**src/rtl/adder_sum_accumulator_if.sv**
```systemverilog
// rtl/adder_sum_accumulator_if.sv - sample-in / block-sum-out handshake bundle
//
// Purpose: groups the sample stream and result stream of adder_sum_accumulator.
// Signal names are from the accumulator's point of view.
//   sum_i        WIDTH  signed sample from the adder
//   sum_valid_i  1      sum_i valid this cycle
//   sum_ready_o  1      accumulator can take a sample
//   acc_o        WIDTH  signed saturated block sum
//   acc_valid_o  1      acc_o valid
//   acc_ready_i  1      consumer takes acc_o
//   sat_o        1      current acc_o was clipped
// Modports: master = producer/consumer side, slave = accumulator side.
interface adder_sum_accumulator_if #(
  parameter int WIDTH = 32
);
  logic [WIDTH-1:0] sum_i;
  logic             sum_valid_i;
  logic             sum_ready_o;
  logic [WIDTH-1:0] acc_o;
  logic             acc_valid_o;
  logic             acc_ready_i;
  logic             sat_o;

  modport master (
    output sum_i, sum_valid_i, acc_ready_i,
    input  sum_ready_o, acc_o, acc_valid_o, sat_o
  );

  modport slave (
    input  sum_i, sum_valid_i, acc_ready_i,
    output sum_ready_o, acc_o, acc_valid_o, sat_o
  );
endinterface

```
**src/rtl/adder_sum_accumulator.sv**
```systemverilog
// rtl/adder_sum_accumulator.sv - block accumulator with saturated valid/ready result
//
// Purpose: sums COUNT accepted signed samples in an ACC_WIDTH accumulator, then
// presents the total saturated to WIDTH bits until the consumer takes it.
// Ports:
//   clk_i         clock, rising edge
//   rst_n_i       asynchronous active-low reset
//   clear_i       synchronous flush of the partial block and any pending result
//   ovf_sticky_o  a dumped result has saturated since reset/clear
//   bus           adder_sum_accumulator_if.slave (sample in, result out)
module adder_sum_accumulator #(
  parameter int WIDTH     = 32,
  parameter int ACC_WIDTH = 40,
  parameter int COUNT     = 16
) (
  input  logic clk_i,
  input  logic rst_n_i,
  input  logic clear_i,
  output logic ovf_sticky_o,
  adder_sum_accumulator_if.slave bus
);

  localparam int CNT_W = (COUNT > 1) ? $clog2(COUNT) : 1;
  localparam logic [CNT_W-1:0] LAST_CNT = CNT_W'(COUNT - 1);

  typedef enum logic {
    ACCUM = 1'b0,
    DUMP  = 1'b1
  } state_e;

  state_e               state_q;
  logic [ACC_WIDTH-1:0] acc_q;
  logic [ACC_WIDTH-1:0] acc_d;
  logic [CNT_W-1:0]     cnt_q;
  logic [WIDTH-1:0]     acc_o_q;
  logic [WIDTH-1:0]     sat_val_d;
  logic                 sat_d;
  logic                 sat_q;
  logic                 valid_q;
  logic                 sticky_q;
  logic [ACC_WIDTH-WIDTH:0] top_bits;

  // Running total including the sample currently on the bus.
  always_comb begin
    acc_d     = acc_q + {{(ACC_WIDTH-WIDTH){bus.sum_i[WIDTH-1]}}, bus.sum_i};
    top_bits  = acc_d[ACC_WIDTH-1:WIDTH-1];
    // The total fits in WIDTH bits only when every bit from WIDTH-1 up is a
    // copy of the sign; any disagreement means clipping.
    sat_d     = ~(&top_bits) & (|top_bits);
    sat_val_d = acc_d[WIDTH-1:0];
    if (sat_d) begin
      sat_val_d = acc_d[ACC_WIDTH-1] ? {1'b1, {(WIDTH-1){1'b0}}}
                                     : {1'b0, {(WIDTH-1){1'b1}}};
    end
  end

  always_ff @(posedge clk_i or negedge rst_n_i) begin
    if (!rst_n_i) begin
      state_q  <= ACCUM;
      acc_q    <= '0;
      cnt_q    <= '0;
      acc_o_q  <= '0;
      sat_q    <= 1'b0;
      valid_q  <= 1'b0;
      sticky_q <= 1'b0;
    end else if (clear_i) begin
      // acc_o_q deliberately keeps its last value; a sample on the bus is dropped.
      state_q  <= ACCUM;
      acc_q    <= '0;
      cnt_q    <= '0;
      sat_q    <= 1'b0;
      valid_q  <= 1'b0;
      sticky_q <= 1'b0;
    end else begin
      case (state_q)
        ACCUM: begin
          if (bus.sum_valid_i) begin
            if (cnt_q == LAST_CNT) begin
              acc_o_q  <= sat_val_d;
              sat_q    <= sat_d;
              sticky_q <= sticky_q | sat_d;
              acc_q    <= '0;
              cnt_q    <= '0;
              valid_q  <= 1'b1;
              state_q  <= DUMP;
            end else begin
              acc_q <= acc_d;
              cnt_q <= cnt_q + CNT_W'(1);
            end
          end
        end
        DUMP: begin
          if (bus.acc_ready_i) begin
            valid_q <= 1'b0;
            state_q <= ACCUM;
          end
        end
        default: state_q <= ACCUM;
      endcase
    end
  end

  // Ready depends on state alone, so there is no path from acc_ready_i.
  assign bus.sum_ready_o = (state_q == ACCUM);
  assign bus.acc_o       = acc_o_q;
  assign bus.acc_valid_o = valid_q;
  assign bus.sat_o       = sat_q;
  assign ovf_sticky_o    = sticky_q;

endmodule

```
**src/flat_wrapper.sv**
```systemverilog
// flat-port wrapper written by rule: the top's interface ports become plain ports
module adder_sum_accumulator_flat 
#(
  parameter int WIDTH     = 32,
  parameter int ACC_WIDTH = 40,
  parameter int COUNT     = 16
)
  (clk_i, rst_n_i, clear_i, ovf_sticky_o, bus_sum_i, bus_sum_valid_i, bus_acc_ready_i, bus_sum_ready_o, bus_acc_o, bus_acc_valid_o, bus_sat_o);
  adder_sum_accumulator_if #(.WIDTH(WIDTH)) bus_i ();
  input  logic clk_i;
  input  logic rst_n_i;
  input  logic clear_i;
  output logic ovf_sticky_o;
  input wire logic [$bits(bus_i.sum_i)-1:0] bus_sum_i;
  input wire logic [$bits(bus_i.sum_valid_i)-1:0] bus_sum_valid_i;
  input wire logic [$bits(bus_i.acc_ready_i)-1:0] bus_acc_ready_i;
  output wire logic [$bits(bus_i.sum_ready_o)-1:0] bus_sum_ready_o;
  output wire logic [$bits(bus_i.acc_o)-1:0] bus_acc_o;
  output wire logic [$bits(bus_i.acc_valid_o)-1:0] bus_acc_valid_o;
  output wire logic [$bits(bus_i.sat_o)-1:0] bus_sat_o;
  assign bus_i.sum_i = bus_sum_i;
  assign bus_i.sum_valid_i = bus_sum_valid_i;
  assign bus_i.acc_ready_i = bus_acc_ready_i;
  assign bus_sum_ready_o = bus_i.sum_ready_o;
  assign bus_acc_o = bus_i.acc_o;
  assign bus_acc_valid_o = bus_i.acc_valid_o;
  assign bus_sat_o = bus_i.sat_o;
  adder_sum_accumulator #(.WIDTH(WIDTH), .ACC_WIDTH(ACC_WIDTH), .COUNT(COUNT)) u_core (.clk_i(clk_i), .rst_n_i(rst_n_i), .clear_i(clear_i), .ovf_sticky_o(ovf_sticky_o), .bus(bus_i));
endmodule
```
**config.mk**
```make
export PLATFORM = sky130hd
export DESIGN_NAME = adder_sum_accumulator_flat
export DESIGN_NICKNAME = d
export VERILOG_FILES = /design/src/rtl/adder_sum_accumulator_if.sv /design/src/rtl/adder_sum_accumulator.sv /design/src/flat_wrapper.sv
export SDC_FILE = /design/constraint.sdc
export NUM_CORES = 1
export LEC_CHECK = 0
export ABC_CLOCK_PERIOD_IN_PS = 5000
export CORE_MARGIN = 2
export CORE_UTILIZATION = 30
export CTS_BUF_LIST = sky130_fd_sc_hd__clkbuf_4
export DETAILED_ROUTE_END_ITERATION = 8
export HOLD_SLACK_MARGIN = 0.08
export PLACE_DENSITY = 0.55
export SETUP_SLACK_MARGIN = 0.5
export SLEW_MARGIN = 0
export SYNTH_ARGS = -nofsm -noshare
export SYNTH_HDL_FRONTEND = slang
export SYNTH_SLANG_ARGS = --single-unit
```
**constraint.sdc**
```tcl
create_clock -name clk_i -period 5 [get_ports clk_i]
set_clock_uncertainty 0.15 [all_clocks]
set_input_delay 1 -clock clk_i [delete_from_list [all_inputs] [get_ports clk_i]]
set_output_delay 1 -clock clk_i [all_outputs]
set_load 0.02 [all_outputs]
```
==> out/summary.txt, run 1 <==
Status = finished, final reports clean
Reg area = 0.00200 mm²
Cell count after synthesis = 629
Setup TNS = 0 ps
RSZ-0062 raised after global routing = yes
CP Max Fanout = 26
Most used cell, CP = a211oi_2
TritonCTS Sinks = 80
Area occupied by multi-input gates = 0.00362 mm²
Yosys top cell by area = dfrtp_1
Synth area leaders = dfrtp_1 (34%), ha_1 (8.6%), a22o_1 (5.3%)
Most used standard cell by instance count after synthesis = dfrtp_1
DR WL/cell = 17.8 µm
Vias = 5256
Vias in the first global route = 5299
Final worst slack = 612 ps
Grt ovf = 0
Number of fill cells in the layout = 1947
Drt first pass iters = 5
Core area = 0.0189 mm²
Share of cells above drive strength 1 = 12.7%
DIE AREA = 0.0205 mm²
Input/output buffers = 72
Avg Cell Area, Syn = 9.25 µm²
Nets = 774
Inserted Clock Buffers = 9
Slew HR = 30.1%
Starting Density = 30.8%
Final hold vios = 0
Worst Path Arrival = 4560 ps
Net Count, Synth = 707
Min cycle time layout = 4390 ps
Clock Latency Late Sink = 460 ps
Syn. warnings = 0
Chip Height = 143 µm
Buf+Inv Stages, Crit Path = 2
FMAX = 228 MHz
Top post-synthesis cells by count = dfrtp_1 (80), nor2_1 (77), a21oi_1 (46)
P&R area growth vs syn = 20.9%
Root Buffer = clkbuf_4
First-pass GRT wire length = 27.9 mm
DRC Markers = 0
Setup crit end kind = flop
Synth Cell Area = 0.00582 mm²
Post-layout util = 37.2%
Async SR Flop Fraction = 100%
Vias per Instance = 5.47
I/O pin cnt = 73
Worst Hold Class = reg2reg
CP top delay family = compound AO/OA/AOI/OAI gates
Netlist cell types = 72
Crit share post-route = 87.8%
Post-CTS Setup Bufs = 0
H-tree depth = 3
CP Cell Sequence = clkdlybuf4s50_1 -> ha_1 -> fa_1 -> a21o_1 -> a211oi_2 -> o21a_1 -> o21ai_1 -> o41ai_1 -> and4bb_2 -> nor4_2 -> nand4_1 -> o21ai_4 -> buf_12 -> a211oi_2
Core Rows = 50
Sequential cell area fraction in the yosys report = 34.4%
Yosys top cell area share = 34.4%
Worst-margin pin slew = 1050 ps
Post-synth EDFFs = 0
Crit path largest cell delay = 420 ps
Final GP Congestion = 0.922
Max-slew violation count = 0
Startpoint types = input port
Post-route ant nets = 0
Die width = 143 µm
Final setup viols = 0
Peak supply drop = 0.131 mV
Yosys reg bits = 80
Initial DRC Count = 384
Antenna violations before repair = 1
Total track usage = 17.3%
Final wirelength = 17.1 mm
Type of the worst setup path = in2reg
Clock tree from TritonCTS = yes
P per Cell Area = 305 mW/mm²
DP Wirelength = 12.9 mm
Required @ worst endpoint = 5180 ps
CP max stage cell = clkdlybuf4s50_1
CTS Buffer Depth = 2
Pin count of the biggest net entering global routing = 81
Clock transition at the registers of the reported paths = 130 ps
Max_cap viols = 0
Leak = 0.00304 µW
Pwr Total = 2140 µW
Pre-CTS setup slack = 65.6 ps
Ys flop type = dfrtp_1
-- layout by cell type (no fill, tap or decap), types with 10 or more instances in the layout --
cell	netlist	routed
a211oi_2	23	24
dfrtp_1	80	80
a22o_1	35	35
nand2_1	43	42
clkdlybuf4s50_1	0	71
o21ai_0	29	29
buf_4	0	20
clkbuf_4	0	10
inv_1	14	14
nor2_1	77	76
a21o_1	15	15
nor3_1	15	14
ha_1	40	40
xor2_1	12	11
nand3_1	11	11
a21oi_1	46	45
a211oi_1	12	10
xnor2_1	20	20
-- logic make-up after synthesis --
kind of cell,count (synthesis),synth area share [%]
buf+inv,51,4.09
compound gates,229,31.3
xor+xnor,33,5.10
flops,80,34.4
simple gates,195,16.1
fa+ha+maj,41,8.95
-- power breakdown --
group / switching (µW) / total [µW] / leakage, µW / internal (µW)
logic: 617 / 1020 / 0.00188 / 403
clock network: 238 / 390 / 0.0000734 / 152
registers: 34.9 / 735 / 0.00109 / 700
total: 890 / 2140 / 0.00304 / 1250
-- stage by stage --
| step | cells | hold WS (ps) | cell area, µm² |
|---|---|---|---|
| 6_report | 961 | 366 | 7030 |
| 4_1_cts | 960 | 367 | 7000 |
| 5_1_grt | 961 | 390 | 7030 |
| 3_5_place_dp | 945 | 332 | 6870 |
| 2_1_floorplan | 629 | 304 | 5820 |
| 3_3_place_gp | 945 | 337 | 6870 |
-- final cells by class --
type	instances	share of cell area, %
multi-input combinational	498	51.5
sequential	80	28.5
timing repair buffer	93	12.8
tap	260	4.63
clock buffer	10	1.07
inverter	14	0.748
clock inverter	5	0.694
antenna	1	0.0356
-- sequential cells by signal, indices dropped and copies added (netlist names) --
signal	flops
u_core.bus.acc_o	32
u_core.cnt_q	4
u_core.acc_q	40
u_core.bus.sat_o	1
u_core.state_q	1
u_core.bus.acc_valid_o	1
u_core.ovf_sticky_o	1
-- routing by layer --
metal / part of all wire (%) / global-route usage, % / vias to the layer above
met1: 49 / 24.2 / 2612
li1: - / - / 2495
met3: 3.8 / 3.22 / 14
met2: 46 / 27.1 / 135
met4: 1.2 / 4.85 / 0
met5: 0 / 0 / -
-- worst min-delay path, delay by kind of cell (launching register included) --
| kind | cells | cell delay (ps) |
|---|---|---|
| AO/OA/AOI/OAI | 1 | 70 |
| flip-flops | 1 | 370 |
| AND/OR/NAND/NOR | 1 | 50 |
-- what timing repair did --
item	in CTS	in global routing
hold buffers	0	0
resized for setup	0	7
hold endpoints to repair	0	0
setup endpoints to repair	0	30
-- path summary, 6_finish.rpt --
check                                      start              endpoint  slack [ps]  cells past startpoint
min in group asynchronous                rst_n_i      u_core.acc_q[26]         570                      1
worst min register to register  u_core.acc_q[37]      u_core.acc_q[37]         370                      2
max in group asynchronous                rst_n_i       u_core.cnt_q[1]        3460                      1
worst max-delay path                bus_sum_i[0]  u_core.bus.acc_o[20]         610                     14
worst max register to register   u_core.acc_q[7]  u_core.bus.acc_o[20]        1180                     12
worst min-delay path            u_core.acc_q[37]      u_core.acc_q[37]         370                      2
Power figures use the tool's default switching activity.
==> run 2: changes to the inputs <==
--- a/config.mk
+++ b/config.mk
@@ -11,9 +11,8 @@
 export CTS_BUF_LIST = sky130_fd_sc_hd__clkbuf_4
 export DETAILED_ROUTE_END_ITERATION = 8
 export HOLD_SLACK_MARGIN = 0.08
-export PLACE_DENSITY = 0.55
 export SETUP_SLACK_MARGIN = 0.5
-export SLEW_MARGIN = 0
+export SLEW_MARGIN = 20
 export SYNTH_ARGS = -nofsm -noshare
 export SYNTH_HDL_FRONTEND = slang
 export SYNTH_SLANG_ARGS = --single-unit
==> out/summary.txt, run 2 (synthesized netlist as in run 1, its figures left out) <==
Most common cell after layout, fill and taps aside = dfrtp_1
First-pass GRT wire length = 27.1 mm (-2.9%)
Vias = 5175 (-1.5%)
Clock tree from TritonCTS = yes
DIE AREA = 0.0205 mm² (unchanged)
Setup slack, reg-to-reg = 1150 ps (-30 ps)
CTS Buffer Depth = 2 (unchanged)
RSZ-0062 raised after global routing = no
Crit share post-route = 87.6% (-0.12 points)
Required @ worst endpoint = 5220 ps (+40 ps)
Clock transition at the registers of the reported paths = 140 ps (about the same)
Final wirelength = 17.1 mm (-0.31%)
Peak supply drop = 0.119 mV (-9.1%)
CP Max Fanout = 5 (-81%)
Clock Latency Late Sink = 470 ps (about the same)
CP Cell Sequence = clkdlybuf4s50_1 -> ha_1 -> and3_1 -> o21ai_1 -> a31oi_4 -> or2_2 -> a211o_1 -> a41o_1 -> a2111o_1 -> nor4_4 -> a211oi_4 -> buf_4 -> a221o_1
DR WL/cell = 17.5 µm (-1.7%)
P&R area growth vs syn = 24.7%
Share of cells above drive strength 1 = 15.0% (+2.3 points)
Antenna violations before repair = 1 (unchanged)
Worst Hold Class = in2async
Grt ovf = 0 (unchanged)
Max-slew violation count = 0 (unchanged)
Crit path largest cell delay = 440 ps (+20 ps)
Root Buffer = clkbuf_4
Final setup viols = 0 (unchanged)
Inserted Clock Buffers = 9 (unchanged)
Worst Path Arrival = 4610 ps (+50 ps)
Type of the worst setup path = in2reg
Most frequent cells in the layout = dfrtp_1 (80), nor2_1 (76), clkdlybuf4s50_1 (71)
Max_cap viols = 0 (unchanged)
DP Wirelength = 12.8 mm (-1.3%)
TritonCTS Sinks = 80 (unchanged)
Die width = 143 µm (unchanged)
Slew HR = 30.4% (+0.38 points)
Initial DRC Count = 314 (-18%)
Chip Height = 143 µm (unchanged)
Status = finished, final reports clean
Leak = 0.00314 µW (+3.4%)
P per Cell Area = 318 mW/mm² (+4.3%)
Core Rows = 50 (unchanged)
Pwr Total = 2310 µW (+7.6%)
Worst-margin pin slew = 1040 ps (-6.75 ps)
DRC Markers = 0 (unchanged)
CP max stage cell = clkdlybuf4s50_1
Total track usage = 16.9% (-0.33 points)
Final hold vios = 0 (unchanged)
Vias per Instance = 5.31 (-3.0%)
H-tree depth = 3 (unchanged)
Pin count of the biggest net entering global routing = 46 (-43%)
Starting Density = 30.8% (unchanged)
Core area = 0.0189 mm² (unchanged)
Min cycle time layout = 4380 ps (-5.90 ps)
Max reg flops = 40 (unchanged)
FMAX = 228 MHz (+0.13%)
Final GP Congestion = 0.938 (+1.8%)
Nets = 787 (+1.7%)
Input/output buffers = 72 (unchanged)
I/O pin cnt = 73 (unchanged)
Vias in the first global route = 5090 (-3.9%)
Post-layout util = 38.4% (+1.2 points)
Setup crit end kind = flop
Setup TNS = 0 ps (unchanged)
Drt first pass iters = 5 (unchanged)
Post-route ant nets = 0 (unchanged)
Startpoint types = input port
Biggest register = u_core.acc_q
[run 2: cell count changes in the layout (fill, tap and decap cells not counted), moves of 2 or more]
cell | previous run | this run
buf_4 | 20 | 31
a211oi_2 | 24 | 22
bufinv_16 | 1 | 3
clkinv_2 | 3 | 1
[run 2: path summary, 6_finish.rpt]
kind	from	end	cells after the start
min	rst_n_i	u_core.acc_q[31]	1
min in group clk_i	u_core.acc_q[38]	u_core.acc_q[38]	2
min reg2reg	u_core.acc_q[38]	u_core.acc_q[38]	2
max in group asynchronous	rst_n_i	u_core.acc_q[34]	2
max reg2reg	u_core.acc_q[4]	u_core.ovf_sticky_o	12
max	bus_sum_i[5]	u_core.ovf_sticky_o	13
[run 2: layout make-up]
| class | count | area, µm² |
|---|---|---|
| Clock inverter | 6 | 108 |
| Tap cell | 260 | 325 |
| Timing Repair Buffer | 106 | 1030 |
| Antenna cell | 1 | 2.50 |
| Clock buffer | 10 | 75.1 |
| Fill cell | 1941 | 11600 |
| Multi-Input combinational cell | 498 | 3660 |
| Sequential cell | 80 | 2000 |
| Inverter | 14 | 52.6 |
[run 2: worst max-delay path: cells and delay by family]
family	cells	cell delay, ps
buffers and inverters	2	610
adder cells (fa/ha/maj)	1	370
AO/OA/AOI/OAI	7	1730
AND/OR/NAND/NOR	3	900
[run 2: through the flow]
| stage | instances | hold slack [ps] | worst slack [ps] | cell area, µm² |
|---|---|---|---|---|
| detailed placement | 953 | 340 | 73.1 | 6950 |
| finish | 975 | 305 | 618 | 7250 |
| floorplan | 629 | 304 | 868 | 5820 |
| CTS | 969 | 312 | 602 | 7130 |
| global placement | 953 | 339 | 67.6 | 6950 |
| global route | 975 | 317 | 483 | 7250 |
[run 2: where the power goes]
part	internal (µW)	switching, µW	leakage (µW)
clock	257	249	0.0000980
combinational	437	629	0.00195
sequential	700	34.5	0.00109
total	1390	913	0.00314
[run 2: per-layer routing]
layer,vias up,wire length (µm),global-route usage (%)
li1,2523,-,-
met1,2518,8260,23.7
met2,117,7870,26.5
met3,17,693,3.45
met4,0,256,4.54
met5,-,0,0
[run 2: timing repair]
action	4_1_cts	5_1_grt
hold buffers	0	0
endpoints found under the hold margin	0	0
buffers inserted	0	4
resized for setup	0	11
setup endpoints to repair	0	33
==> RTL edit (config.mk and constraints of run 1) <==
`ACC_WIDTH` is set to 40 in 2 places; all go to 32.
--- a/src/rtl/adder_sum_accumulator.sv
+++ b/src/rtl/adder_sum_accumulator.sv
@@ -10,7 +10,7 @@
 //   bus           adder_sum_accumulator_if.slave (sample in, result out)
 module adder_sum_accumulator #(
   parameter int WIDTH     = 32,
-  parameter int ACC_WIDTH = 40,
+  parameter int ACC_WIDTH = 32,
   parameter int COUNT     = 16
 ) (
   input  logic clk_i,
--- a/src/flat_wrapper.sv
+++ b/src/flat_wrapper.sv
@@ -2,7 +2,7 @@
 module adder_sum_accumulator_flat 
 #(
   parameter int WIDTH     = 32,
-  parameter int ACC_WIDTH = 40,
+  parameter int ACC_WIDTH = 32,
   parameter int COUNT     = 16
 )
   (clk_i, rst_n_i, clear_i, ovf_sticky_o, bus_sum_i, bus_sum_valid_i, bus_acc_ready_i, bus_sum_ready_o, bus_acc_o, bus_acc_valid_o, bus_sat_o);
Behaviour: no difference found for any inputs over 10 cycles, from zero or initial values and one cycle with rst_n_i low; that may be too few to reach the edited logic, so the function may still have changed.
==> RTL edit against run 1 <==
- largest cell class unchanged
- power decreased by 19%
- die area decreased by 25%
- largest power group is now registers
- worst setup slack improved by 0.59 ns
- design area decreased by 23%
- cell count decreased by 26%
- sequential power decreased by 13%
- sequential cell count decreased by 10
- routed wire length decreased by 34%
- synthesized area decreased by 26%
==> RTL edit: results (changes against run 1) <==
Reg2Reg Setup Slack = 1.78 ns (+0.60 ns)
#FFs+latches synth = 70 (-13%)
Top FF cell, synth = dfrtp_1
Non-clock buffers, area share = 13.60% (+0.78 points)
hold path cells = 2 (unchanged)
Final GP Congestion = 0.8455 (-8.2%)
drt initial violations = 185 (-52%)
Arr. time, crit path = 4.01 ns (-0.55 ns)
DR pass1 iterations = 5 (unchanged)
clk root buf = clkbuf_4
top cells by count, synth = 95 x nand2_1, 70 x dfrtp_1, 32 x a21oi_1, 32 x ha_1, 29 x a22o_1
hold endpoint = u_core.bus.acc_o[16]
Antenna diodes = 0 (-1)
design area = 5391 um2 (-23%)
top post-synthesis cells by area = dfrtp_1 41%, ha_1 9.3%, nand2_1 8.3%
cell family with most CP delay = compound AO/OA/AOI/OAI gates
antenna violations before repair = 0 (-1)
outcome = finished clean
Longest Clk Path Bufs = 2 (unchanged)
Worst R2R Path Depth = 11 (-1)
Clock-cell share = 3.783% (+2.0 points)
Slowest-stage cell, CP = clkdlybuf4s50_1
# port buffers = 70 (-2.8%)
worst skew pair latency = 0.46 ns (about the same)
GRT Util Overall = 15.65% (-1.6 points)
R2R Path End = u_core.bus.acc_o[30]
Well-Tap Cells = 180 (-31%)
vias per inst = 4.989 (-8.8%)
Reg clk slew, reported paths = 0.12 ns
Multi-In Gates = 359 (-28%)
DP Wirelength = 8.113 mm (-37%)
share of cells above drive strength 1 = 8.539% (-4.2 points)
fraction of area in multi-input gates = 45.46% (-6.1 points)
RR Startpoint = u_core.acc_q[0]
Signal inverters = 7 (-7)
Setup Fix Bufs, Post-CTS = 0 (unchanged)
largest net degree at the start of global routing = 37 (-54%)
first-pass GRT wire length = 18.33 mm (-34%)
Unique masters post-synth = 53 (-26%)
Worst Min Path Start = u_core.bus.acc_o[16]
Seq area share = 32.49% (+4.0 points)
DP Area = 5187 um2 (-25%)
HP Class = flip-flop to flip-flop
Post-synth EDFFs = 0 (unchanged)
CTS resizes = 0 (unchanged)
Ys Warns = 0 (unchanged)
P_leak = 0.002598 uW (-15%)
CTS Buf Count = 9 (unchanged)
Worst-Margin Slew = 0.8896 ns (-0.1594 ns)
sequential share of the synthesized area = 40.65% (+6.2 points)
Nets = 592 (-24%)
CP Max Fanout = 4 (-85%)
crit-path max cell delay = 0.42 ns (about the same)
Signal buffers = 75 (-19%)
vias in the first global route = 3561 (-33%)
filler instances = 1399 (-28%)
Peak VDD IR = 116.3 uV (-11%)
Wirelength per Cell = 15.99 um (-10%)
-- RTL edit: kinds of logic (layout without fill, tap and decap cells) --
group	Yosys count	in the layout	synth area share, %
compound gates	137	137	23.37
xor+xnor	29	29	5.894
fa+ha+maj	33	33	9.756
buf+inv	32	98	3.136
flops	70	70	40.65
mux	7	7	1.829
other cells	1	2	0.08702
simple gates	151	151	15.27
-- RTL edit: layer usage --
metal | global-route usage, % | wire length, um | up-vias
met5 | 0 | 0 | -
li1 | - | - | 1782
met1 | 20.63 | 5343 | 1664
met2 | 24.59 | 5153 | 69
met4 | 5.256 | 178 | 0
met3 | 4.579 | 631 | 12
-- RTL edit: through the flow --
stage          cells  worst slack (ns)  hold WS, ns
6_report         707             1.203       0.3385
5_1_grt          707             1.102       0.3538
4_1_cts          707             1.227       0.3438
3_5_place_dp     691            0.7035       0.3115
3_3_place_gp     691            0.7753       0.3114
2_1_floorplan    461             1.475       0.3038
-- RTL edit: where the power goes --
part / switching, uW / internal (uW)
combinational: 334 / 249
clock: 221 / 300
sequential: 28.6 / 610
-- RTL edit: worst max path at each step --
stage / to / from
floorplan: u_core.bus.acc_o[28] / bus_sum_i[0]
global placement: u_core.bus.acc_o[30] / bus_sum_i[0]
detailed placement: u_core.bus.acc_o[30] / bus_sum_i[0]
CTS: u_core.bus.acc_o[30] / bus_sum_i[0]
global route: u_core.bus.acc_o[24] / bus_sum_i[0]
finish: u_core.bus.acc_o[30] / bus_sum_i[0]
-- RTL edit: worst register-to-register path: cells and delay by family, from the launching register on --
family | cells | cell delay, ns
flops | 1 | 0.41
xor+xnor | 1 | 0.12
fa+ha+maj | 2 | 0.62
mux | 1 | 0.26
compound gates | 7 | 1.57
